[config.mk]
export PLATFORM = sky130hd
export DESIGN_NAME = scaler_frame_ctl
export DESIGN_NICKNAME = d
export VERILOG_FILES = /design/src/rtl/scaler_frame_ctl.sv
export SDC_FILE = /design/constraint.sdc
export NUM_CORES = 1
export LEC_CHECK = 0
export ABC_AREA = 1
export BUFFER_PORTS_ARGS = -buffer_cell sky130_fd_sc_hd__buf_2
export CAP_MARGIN = 40
export CELL_PAD_IN_SITES_DETAIL_PLACEMENT = 1
export CELL_PAD_IN_SITES_GLOBAL_PLACEMENT = 2
export CORE_AREA = 3 3 163 165
export DETAILED_ROUTE_END_ITERATION = 16
export DIE_AREA = 0 0 166 168
export PLACE_DENSITY_LB_ADDON = 0.1
export SLEW_MARGIN = 20
export SYNTH_ARGS = -nofsm -noshare
export SYNTH_HDL_FRONTEND = slang
export SYNTH_SLANG_ARGS = --single-unit
[constraint.sdc]
create_clock -name clk -period 2.85 [get_ports clk]
set_clock_uncertainty 0.15 [all_clocks]
set_input_delay 0.1425 -clock clk [delete_from_list [all_inputs] [get_ports clk]]
set_output_delay 0.1425 -clock clk [all_outputs]
set_load 0.01 [all_outputs]
[src/rtl/scaler_frame_ctl.sv]
// Frame sequencer for the bilinear scaler: double-buffered geometry, fsync
// generation and passive framing/stall/overrun monitoring of the output stream.
module scaler_frame_ctl #(
  parameter int C_SW_WIDTH   = 10,
  parameter int C_SH_WIDTH   = 10,
  parameter int C_MW_WIDTH   = 10,
  parameter int C_MH_WIDTH   = 10,
  parameter int C_TO_WIDTH   = 24,
  parameter int C_FCNT_WIDTH = 16
) (
  input  logic                    clk,
  input  logic                    resetn,
  input  logic                    enable,
  input  logic [C_SW_WIDTH-1:0]   cfg_s_width,
  input  logic [C_SH_WIDTH-1:0]   cfg_s_height,
  input  logic [C_MW_WIDTH-1:0]   cfg_m_width,
  input  logic [C_MH_WIDTH-1:0]   cfg_m_height,
  input  logic                    cfg_update,
  input  logic [C_TO_WIDTH-1:0]   timeout_cycles,
  input  logic                    frm_start,
  output logic                    fsync,
  output logic [C_SW_WIDTH-1:0]   s_width,
  output logic [C_SH_WIDTH-1:0]   s_height,
  output logic [C_MW_WIDTH-1:0]   m_width,
  output logic [C_MH_WIDTH-1:0]   m_height,
  input  logic                    mon_tvalid,
  input  logic                    mon_tready,
  input  logic                    mon_tuser,
  input  logic                    mon_tlast,
  output logic                    busy,
  output logic                    frm_done,
  output logic [C_FCNT_WIDTH-1:0] frm_cnt,
  input  logic                    err_clr,
  output logic                    err_cfg,
  output logic                    err_sof,
  output logic                    err_eol,
  output logic                    err_timeout,
  output logic                    err_overrun
);

  typedef enum logic [1:0] {
    ST_IDLE = 2'd0,
    ST_WAIT = 2'd1,
    ST_SYNC = 2'd2,
    ST_RUN  = 2'd3
  } state_t;

  localparam logic [C_MW_WIDTH-1:0]   MW_ONE = {{(C_MW_WIDTH-1){1'b0}}, 1'b1};
  localparam logic [C_MH_WIDTH-1:0]   MH_ONE = {{(C_MH_WIDTH-1){1'b0}}, 1'b1};
  localparam logic [C_TO_WIDTH-1:0]   TO_ONE = {{(C_TO_WIDTH-1){1'b0}}, 1'b1};
  localparam logic [C_FCNT_WIDTH-1:0] FC_ONE = {{(C_FCNT_WIDTH-1){1'b0}}, 1'b1};

  state_t                  state_r, state_s;
  logic [C_SW_WIDTH-1:0]   sh_sw_r, act_sw_r;
  logic [C_SH_WIDTH-1:0]   sh_sh_r, act_sh_r;
  logic [C_MW_WIDTH-1:0]   sh_mw_r, act_mw_r, col_r;
  logic [C_MH_WIDTH-1:0]   sh_mh_r, act_mh_r, row_r;
  logic [C_TO_WIDTH-1:0]   stall_r;
  logic [C_FCNT_WIDTH-1:0] frm_cnt_r;
  logic pending_r, valid_r;
  logic fsync_r, busy_r, frm_done_r;
  logic err_cfg_r, err_sof_r, err_eol_r, err_timeout_r, err_overrun_r;

  logic cfg_ok_s, cfg_bad_s, beat_s, col_last_s, row_last_s, final_s, timeout_s;
  logic sof_bad_s, eol_bad_s;
  logic commit_s, done_s, overrun_s, to_err_s;

  assign cfg_ok_s   = cfg_update && (cfg_s_width != '0) && (cfg_s_height != '0) &&
                      (cfg_m_width != '0) && (cfg_m_height != '0);
  assign cfg_bad_s  = cfg_update && !cfg_ok_s;
  assign beat_s     = (state_r == ST_RUN) && mon_tvalid && mon_tready;
  assign col_last_s = (col_r == (act_mw_r - MW_ONE));
  assign row_last_s = (row_r == (act_mh_r - MH_ONE));
  assign final_s    = beat_s && col_last_s && row_last_s;
  assign timeout_s  = (state_r == ST_RUN) && !beat_s && (timeout_cycles != '0) &&
                      (stall_r == timeout_cycles);
  // Framing is judged against the internal position, never the monitored flags
  assign sof_bad_s  = beat_s && (mon_tuser != ((row_r == '0) && (col_r == '0)));
  assign eol_bad_s  = beat_s && (mon_tlast != col_last_s);

  // Next-state decode and per-cycle frame events
  always_comb begin
    state_s   = state_r;
    commit_s  = 1'b0;
    done_s    = 1'b0;
    overrun_s = 1'b0;
    to_err_s  = 1'b0;
    case (state_r)
      ST_IDLE: begin
        if (enable && valid_r) state_s = ST_WAIT;
        else                   state_s = ST_IDLE;
      end
      ST_WAIT: begin
        if (!enable) begin
          state_s = ST_IDLE;
        end else if (frm_start) begin
          commit_s = 1'b1;
          state_s  = ST_SYNC;
        end else begin
          state_s = ST_WAIT;
        end
      end
      ST_SYNC: begin
        if (frm_start) begin
          overrun_s = 1'b1;
          commit_s  = 1'b1;
          state_s   = ST_SYNC;
        end else begin
          state_s = ST_RUN;
        end
      end
      ST_RUN: begin
        if (final_s) begin
          done_s = 1'b1;
          if (!enable) begin
            state_s = ST_IDLE;
          end else if (frm_start) begin
            commit_s = 1'b1;
            state_s  = ST_SYNC;
          end else begin
            state_s = ST_WAIT;
          end
        end else if (frm_start) begin
          overrun_s = 1'b1;
          commit_s  = 1'b1;
          state_s   = ST_SYNC;
        end else if (timeout_s) begin
          to_err_s = 1'b1;
          state_s  = ST_WAIT;
        end else begin
          state_s = ST_RUN;
        end
      end
      default: state_s = ST_IDLE;
    endcase
  end

  // State register and registered status outputs
  always_ff @(posedge clk) begin
    if (!resetn) begin
      state_r    <= ST_IDLE;
      fsync_r    <= 1'b0;
      busy_r     <= 1'b0;
      frm_done_r <= 1'b0;
      frm_cnt_r  <= '0;
    end else begin
      state_r    <= state_s;
      fsync_r    <= (state_s == ST_SYNC);
      busy_r     <= (state_s == ST_SYNC) || (state_s == ST_RUN);
      frm_done_r <= done_s;
      if (done_s) frm_cnt_r <= frm_cnt_r + FC_ONE;
    end
  end

  // Shadow capture and frame-boundary commit; commit reads the old shadow
  always_ff @(posedge clk) begin
    if (!resetn) begin
      sh_sw_r   <= '0;
      sh_sh_r   <= '0;
      sh_mw_r   <= '0;
      sh_mh_r   <= '0;
      act_sw_r  <= '0;
      act_sh_r  <= '0;
      act_mw_r  <= '0;
      act_mh_r  <= '0;
      pending_r <= 1'b0;
      valid_r   <= 1'b0;
    end else begin
      if (commit_s && pending_r) begin
        act_sw_r <= sh_sw_r;
        act_sh_r <= sh_sh_r;
        act_mw_r <= sh_mw_r;
        act_mh_r <= sh_mh_r;
      end
      if (cfg_ok_s) begin
        sh_sw_r   <= cfg_s_width;
        sh_sh_r   <= cfg_s_height;
        sh_mw_r   <= cfg_m_width;
        sh_mh_r   <= cfg_m_height;
        pending_r <= 1'b1;
        valid_r   <= 1'b1;
      end else if (commit_s) begin
        pending_r <= 1'b0;
      end
    end
  end

  // Output-beat position and stall counters
  always_ff @(posedge clk) begin
    if (!resetn) begin
      col_r   <= '0;
      row_r   <= '0;
      stall_r <= '0;
    end else if (commit_s) begin
      col_r   <= '0;
      row_r   <= '0;
      stall_r <= '0;
    end else if (state_r == ST_RUN) begin
      if (beat_s) begin
        stall_r <= '0;
        if (col_last_s) begin
          col_r <= '0;
          row_r <= row_last_s ? '0 : (row_r + MH_ONE);
        end else begin
          col_r <= col_r + MW_ONE;
        end
      end else begin
        stall_r <= stall_r + TO_ONE;
      end
    end else begin
      stall_r <= '0;
    end
  end

  // Sticky error flags; a new event outranks err_clr
  always_ff @(posedge clk) begin
    if (!resetn) begin
      err_cfg_r     <= 1'b0;
      err_sof_r     <= 1'b0;
      err_eol_r     <= 1'b0;
      err_timeout_r <= 1'b0;
      err_overrun_r <= 1'b0;
    end else begin
      err_cfg_r     <= cfg_bad_s | (err_cfg_r     & ~err_clr);
      err_sof_r     <= sof_bad_s | (err_sof_r     & ~err_clr);
      err_eol_r     <= eol_bad_s | (err_eol_r     & ~err_clr);
      err_timeout_r <= to_err_s  | (err_timeout_r & ~err_clr);
      err_overrun_r <= overrun_s | (err_overrun_r & ~err_clr);
    end
  end

  assign fsync       = fsync_r;
  assign busy        = busy_r;
  assign frm_done    = frm_done_r;
  assign frm_cnt     = frm_cnt_r;
  assign s_width     = act_sw_r;
  assign s_height    = act_sh_r;
  assign m_width     = act_mw_r;
  assign m_height    = act_mh_r;
  assign err_cfg     = err_cfg_r;
  assign err_sof     = err_sof_r;
  assign err_eol     = err_eol_r;
  assign err_timeout = err_timeout_r;
  assign err_overrun = err_overrun_r;

endmodule

==> flow_metrics.env, run 1 <==
export IMPL_cpPeakStageDelay_ns=0.59
export IMPL_reg2regPathDepth=15
export IMPL_switching_share_pct=26.9
export IMPL_powerDensity_nw_per_um2=501
export IMPL_hold_viol=1
export IMPL_rows=58
export IMPL_critPathSlowestCell="dlygate4sd3_1"
export IMPL_syn_inst=1140
export IMPL_crit_top_cell="nand2_1"
export IMPL_final_min_clock_period_ns=2.73
export IMPL_clockBufferDepth=2
export IMPL_holdCritStartpoint="err_clr"
export IMPL_drtIter0Drc=335
export IMPL_avgSynthCellArea_um2=6.87
export IMPL_run_status="complete, but fails checks"
export IMPL_n_fill_cell=3229
export IMPL_drv_cap=0
export IMPL_ys_seq_area_share_pct=38.9
export IMPL_critPathMaxFanout=4
export IMPL_wire_per_inst_um=15.5
export IMPL_routed_via_density=4.69
export IMPL_grt_use_total_pct=17.8
export IMPL_arrival_ns=2.88
export IMPL_crit_path_start_kind="register"
export IMPL_synthArstFlopShare_pct=0
export IMPL_layout_drive_gt1_share_pct=17.0
export IMPL_fmax_ghz=0.367
export IMPL_slew_headroom_pct=49.3
export IMPL_final_cells=1665
export IMPL_die_w_um=166
export IMPL_synth_main_ff_cell="dfxtp_1"
export IMPL_setup_viol=0
export IMPL_layout_nets=1404
export IMPL_dr_pass1_iters=4
export IMPL_hold_class="in -> reg"
export IMPL_combPwrFrac_pct=9.2
export IMPL_rsz0062_at_grt="true"
export IMPL_antenna_found_initial=0
export IMPL_synth_seq_cells=152
export IMPL_leakagePower_nw=4.28
export IMPL_grt_pass1_wl_um=41200
export IMPL_violations="negative hold slack"
export IMPL_ioPinCount=138
export IMPL_r2r_end="err_overrun"
export IMPL_finalCritPeriodShare_pct=95.7
export IMPL_numCtsBuffers=17
export IMPL_worst_slew_pin_slew_ns=0.759
export IMPL_initial_core_util_pct=31.1
export IMPL_finalWorstSetupSlack_ns=0.123
export IMPL_grt_max_degree=81
export IMPL_dp_slack_ns=0.165
export IMPL_htree_levels=4
export IMPL_synthesis_area_um2=7830
export IMPL_required_ns=3.01
export IMPL_crit_chain="inv_1 > ha_2 > inv_1 > nand2_1 > nand2_1 > nand2_1 > nand2_1 > nand2_1 > nor2_1 > nand3_1 > nor2_4 > nand3_4 > nand2_4 > a31oi_1 > dlygate4sd3_1"
export IMPL_layout_common_cells="nand2_1 (211), dfxtp_1 (151), inv_1 (137), buf_2 (137), nor2_1 (128)"
export IMPL_routed_wl_um=25800
export IMPL_clk_pin_slew_ns=0.07
export IMPL_cts_tree="built"
export IMPL_io_buffers=137
export IMPL_layout_commonest_cell="nand2_1"
export IMPL_holdPathStages=4
export IMPL_min_to="err_timeout"
export IMPL_diodes=0
export IMPL_clock_sinks=152
export IMPL_fin_hold_ws_ns=-0.0138
export IMPL_p_switching_mw=1.36
export IMPL_slew_violations=0
export IMPL_synth_fp_nets=1222
export IMPL_r2r_start="m_width[0]"
export IMPL_end_kind="register"
export IMPL_post_route_util_pct=40.1
export IMPL_gp_congestion=0.800
export IMPL_gr_total_overflow=0
export IMPL_insertion_delay_ns=0.43
export IMPL_rrSetupSlack_ns=0.12
export IMPL_vias=7813
export IMPL_power_internal_mw=3.70
export IMPL_placedCellCount=1580
export IMPL_drc_errors=0
export IMPL_core_um2=25200
export IMPL_yosysUniqueCellTypes=41
export IMPL_syn2layout_area_growth_pct=29.1
export IMPL_synth_edf_count=0
export IMPL_seqPwrFrac_pct=43.7
export IMPL_ant_nets=0
export IMPL_cts_root_buf="clkbuf_16"
export IMPL_grt_pass1_vias=7824
export IMPL_dp_hpwl_um=18300
export IMPL_yosysWarnings=0
export IMPL_ir_drop_mv=0.369
export IMPL_power_frac_clock_pct=47.1
export IMPL_dieArea_um2=27900
export IMPL_path_class="reg -> reg"
export IMPL_die_h_um=168
[power groups by stage]
| stage | Combinational (mW) | Sequential (mW) | Clock (mW) |
|---|---|---|---|
| finish | 0.465 | 2.21 | 2.39 |
| global route | 0.529 | 2.22 | 2.55 |
| CTS | 0.460 | 2.21 | 2.45 |
| detailed placement | 0.409 | 2.26 | 0 |
| global placement | 0.407 | 2.26 | 0 |
| floorplan | 0.244 | 2.25 | 0 |
[flip-flops by register name, indices dropped and copies added, names as in the netlist, 2 cells and up]
signal	count
sh_sw_r	10
sh_mw_r	10
sh_sh_r	10
sh_mh_r	10
m_width	10
s_width	10
frm_cnt	16
col_r	10
stall_r	24
row_r	10
s_height	10
state_r	2
m_height	10
[synthesized netlist by cell type (all sizes together) (16+ instances only)]
master	number	area (um^2)
nand3	113	601
nand4	16	100
nor4	21	131
nand2	216	828
buf	18	92.6
dfxtp	152	3040
nor2	144	586
xnor2	21	184
xor2	44	385
clkbuf	27	101
a21oi	111	556
inv	141	529
nor3	30	155
o21ai	54	270
[layer usage]
layer | track usage (%) | part of all wire [%] | routed length (um)
met4 | 3.62 | 1.2 | 303
met1 | 24.3 | 49 | 12600
met2 | 29.4 | 47 | 12000
met3 | 3.66 | 3.7 | 961
met5 | 0 | 0 | 0
[worst max-delay path: cells and delay by family (launching register included)]
family | cells | cell delay, ns
and+or+nand+nor | 10 | 1.03
buffers and inverters | 3 | 0.73
DFF | 1 | 0.39
adders and majority gates | 1 | 0.21
AOI/OAI and AO/OA | 1 | 0.08
[worst max-delay path by stage]
stage | slack [ns] | end | startpoint | depth (start not counted)
floorplan | 0.47 | m_width[4] | m_height[0] | 17
global placement | 0.20 | m_width[5] | m_width[0] | 18
detailed placement | 0.17 | row_r[3] | m_width[0] | 16
CTS | 0.04 | err_overrun | m_width[0] | 15
global route | -0.08 | m_width[7] | m_width[0] | 17
finish | 0.12 | err_overrun | m_width[0] | 15
[cell type report]
cell class / count / area (um^2) / area share (%)
clock inverter: 14 / 176 / 1.75
multi-input combinational: 801 / 4070 / 40.3
clock buffer: 18 / 429 / 4.25
inverter: 142 / 533 / 5.27
tap: 330 / 413 / 4.09
timing repair buffer: 208 / 1440 / 14.2
sequential: 152 / 3040 / 30.1
[logic make-up after synthesis]
family	share of synthesized area, %
AO/OA/AOI/OAI	11.8
buffers and inverters	9.29
XOR/XNOR	7.27
adder cells (fa/ha/maj)	1.28
AND/OR/NAND/NOR	31.4
flip-flops	38.9
[timing repair]
item,4_1_cts,5_1_grt
endpoints found under the setup margin,0,83
hold buffers,48,0
hold endpoints to repair,45,0
gates resized for setup,0,7
setup buffers,0,2
[stage by stage]
step / TNS (ns) / instance area [um^2] / power [mW]
2_1_floorplan: 0 / 7830 / 2.49
3_3_place_gp: 0 / 8920 / 2.67
3_5_place_dp: 0 / 8920 / 2.67
4_1_cts: 0 / 10000 / 5.12
5_1_grt: -2.07 / 10100 / 5.30
6_report: 0 / 10100 / 5.06
Power figures use the tool's default switching activity.
==> run 2: changes to the inputs <==
--- a/config.mk
+++ b/config.mk
@@ -5,15 +5,16 @@
 export SDC_FILE = /design/constraint.sdc
 export NUM_CORES = 1
 export LEC_CHECK = 0
-export ABC_AREA = 1
+export ABC_AREA = 0
 export BUFFER_PORTS_ARGS = -buffer_cell sky130_fd_sc_hd__buf_2
 export CAP_MARGIN = 40
 export CELL_PAD_IN_SITES_DETAIL_PLACEMENT = 1
 export CELL_PAD_IN_SITES_GLOBAL_PLACEMENT = 2
-export CORE_AREA = 3 3 163 165
+export CORE_AREA = 3 3 154 156
 export DETAILED_ROUTE_END_ITERATION = 16
-export DIE_AREA = 0 0 166 168
+export DIE_AREA = 0 0 157 159
 export PLACE_DENSITY_LB_ADDON = 0.1
+export RECOVER_POWER = 50
 export SLEW_MARGIN = 20
 export SYNTH_ARGS = -nofsm -noshare
 export SYNTH_HDL_FRONTEND = slang
==> flow_metrics.env, run 2 <==
export IMPL_path_class="reg -> reg"
export IMPL_slew_violations=0
export IMPL_slew_headroom_pct=22.9
export IMPL_syn_inst=888
export IMPL_synthTopCellsByArea="dfxtp_1 (41%), nand2_1 (10%), xor2_1 (8.1%), mux2i_1 (5.6%), a21oi_1 (4.6%)"
export IMPL_grt_pass1_vias=7044
export IMPL_top_register="stall_r"
export IMPL_dpl_cell_area_um2=8560
export IMPL_yosys_area_top_type="dfxtp_1"
export IMPL_arrival_ns=2.97
export IMPL_grt_max_degree=59
export IMPL_largest_register_ffs=24
export IMPL_synth_main_ff_cell="dfxtp_1"
export IMPL_end_kind="register"
export IMPL_avgSynthCellArea_um2=8.29
export IMPL_grt_pass1_wl_um=38300
export IMPL_synth_edf_count=0
export IMPL_cts_tree="built"
export IMPL_htree_levels=4
export IMPL_worst_slew_pin_slew_ns=1.16
export IMPL_synth_seq_cells=152
export IMPL_grt_util_met1_pct=26.4
export IMPL_cpPeakStageDelay_ns=0.50
export IMPL_run_status="finished clean"
export IMPL_dieArea_um2=25000
export IMPL_placedCellCount=1311
export IMPL_antenna_found_initial=1
export IMPL_clockBufferDepth=2
export IMPL_wire_per_inst_um=17.0
export IMPL_syn2layout_area_growth_pct=33.0
export IMPL_gp_congestion=0.800
export IMPL_diodes=0
export IMPL_regArea_um2=3050
export IMPL_ir_drop_mv=0.358
export IMPL_core_um2=22500
export IMPL_drv_cap=0
export IMPL_powerDensity_nw_per_um2=504
export IMPL_layout_commonest_cell="nand2_1"
export IMPL_finalCritPeriodShare_pct=97.2
export IMPL_yosysUniqueCellTypes=62
export IMPL_ys_seq_area_share_pct=41.3
export IMPL_reg2regPathDepth=11
export IMPL_layout_common_cells="nand2_1 (198), dfxtp_1 (146), buf_2 (83)"
export IMPL_yosysTopAreaCellShare_pct=41.3
export IMPL_die_h_um=159
export IMPL_leakagePower_nw=3.77
export IMPL_holdPathStages=4
export IMPL_hold_class="in -> reg"
export IMPL_multi_input_area_um2=4180
export IMPL_fmax_ghz=0.361
export IMPL_total_power_mw=4.94
export IMPL_crit_path_start_kind="register"
export IMPL_vias=6989
export IMPL_numCtsBuffers=17
export IMPL_drc_errors=0
export IMPL_clock_sinks=152
export IMPL_layout_drive_gt1_share_pct=19.4
export IMPL_synthArstFlopShare_pct=0
export IMPL_fin_area_um2=9790
export IMPL_initial_core_util_pct=32.7
export IMPL_ioPinCount=138
export IMPL_hold_viol=0
export IMPL_layout_nets=1178
export IMPL_routed_via_density=5.01
export IMPL_routed_wl_um=23800
export IMPL_critPathSlowestCell="dfxtp_1"
export IMPL_die_w_um=157
export IMPL_gr_total_overflow=0
export IMPL_io_buffers=137
export IMPL_ant_nets=0
export IMPL_n_fill_cell=2723
export IMPL_grt_busiest_layer="met2"
export IMPL_synthesis_area_um2=7360
export IMPL_dp_hpwl_um=17000
export IMPL_required_ns=3.05
export IMPL_final_min_clock_period_ns=2.77
export IMPL_insertion_delay_ns=0.43
export IMPL_netlist_top_cells_count="nand2_1 (198), dfxtp_1 (152), xor2_1 (68)"
export IMPL_grt_util_met3_pct=3.94
export IMPL_grt_use_total_pct=18.9
export IMPL_synth_fp_nets=970
export IMPL_dr_pass1_iters=4
export IMPL_rows=55
export IMPL_setup_viol=0
export IMPL_synth_most_common_cell="nand2_1"
export IMPL_met2_usage_pct=29.8
export IMPL_critPathMaxFanout=7
export IMPL_crit_chain="nor4_4 > buf_4 > a211oi_1 > a21oi_1 > nor4_2 > nand4_1 > buf_6 > buf_12 > buf_8 > or3_4 > a21oi_2"
export IMPL_post_route_util_pct=43.5
export IMPL_yosysWarnings=0
export IMPL_drtIter0Drc=223
export IMPL_clk_pin_slew_ns=0.07
export IMPL_final_cells=1394
export IMPL_totalNegativeSetupSlack_ns=0
export IMPL_cts_root_buf="clkbuf_16"
-- run 2: layout make-up --
| cell class | instances | share of cell area (%) |
|---|---|---|
| multi-input cells | 669 | 42.7 |
| repair buffers | 238 | 15.5 |
| clock buffers | 18 | 4.49 |
| flip-flops and latches | 152 | 31.2 |
| clock inverters | 14 | 1.83 |
| well taps | 285 | 3.64 |
| inverters | 18 | 0.690 |
-- run 2: what timing repair did --
| item | in CTS | in global routing |
|---|---|---|
| setup buffers | 0 | 5 |
| hold endpoints to repair | 47 | 0 |
| gates cloned | 0 | 1 |
| hold buffers | 45 | 0 |
| resized for setup | 0 | 48 |
| setup endpoints to repair | 10 | 68 |
| pin swaps | 1 | 24 |
-- run 2: metal layers --
layer | up-vias | part of all wire, %
met2 | 97 | 46
met3 | 26 | 3.3
met5 | - | 0.029
met1 | 3364 | 49
met4 | 2 | 1.4
li1 | 3500 | -
-- run 2: cells by family after synthesis --
family	Yosys count	synth area share (%)
simple gates	413	27.1
flops	152	41.3
compound gates	125	10.5
xor+xnor	82	9.94
buf+inv	67	4.11
mux	41	5.58
fa+ha+maj	8	1.36
-- run 2: metrics by stage --
step           setup slack (ns)  hold WS, ns
2_1_floorplan            0.0642        0.128
3_3_place_gp             0.0454        0.250
3_5_place_dp           -0.00108        0.251
4_1_cts                  0.0318       0.0154
5_1_grt                 -0.0259       0.0691
6_report                 0.0788       0.0461
-- run 2: report_power, final --
part	leakage, nW	switching [mW]	internal [mW]
Sequential	1.24	0.0314	2.17
Combinational	2.23	0.189	0.160
Clock	0.301	1.03	1.36
-- run 2: worst paths after layout --
check | endpoint | startpoint | slack [ns]
worst max-delay path | frm_cnt[8] | m_width[4] | 0.08
worst min-delay path | err_eol | err_clr | 0.05
worst max register to register | frm_cnt[8] | m_width[4] | 0.08
worst min register to register | m_height[3] | sh_mh_r[3] | 0.30
-- run 2: worst max-delay path, delay by kind of cell (launching register included) --
kind                   cells  cell delay (ns)
and+or+nand+nor            4             1.01
buffers and inverters      4             0.56
DFF                        1             0.50
AOI/OAI and AO/OA          3             0.49
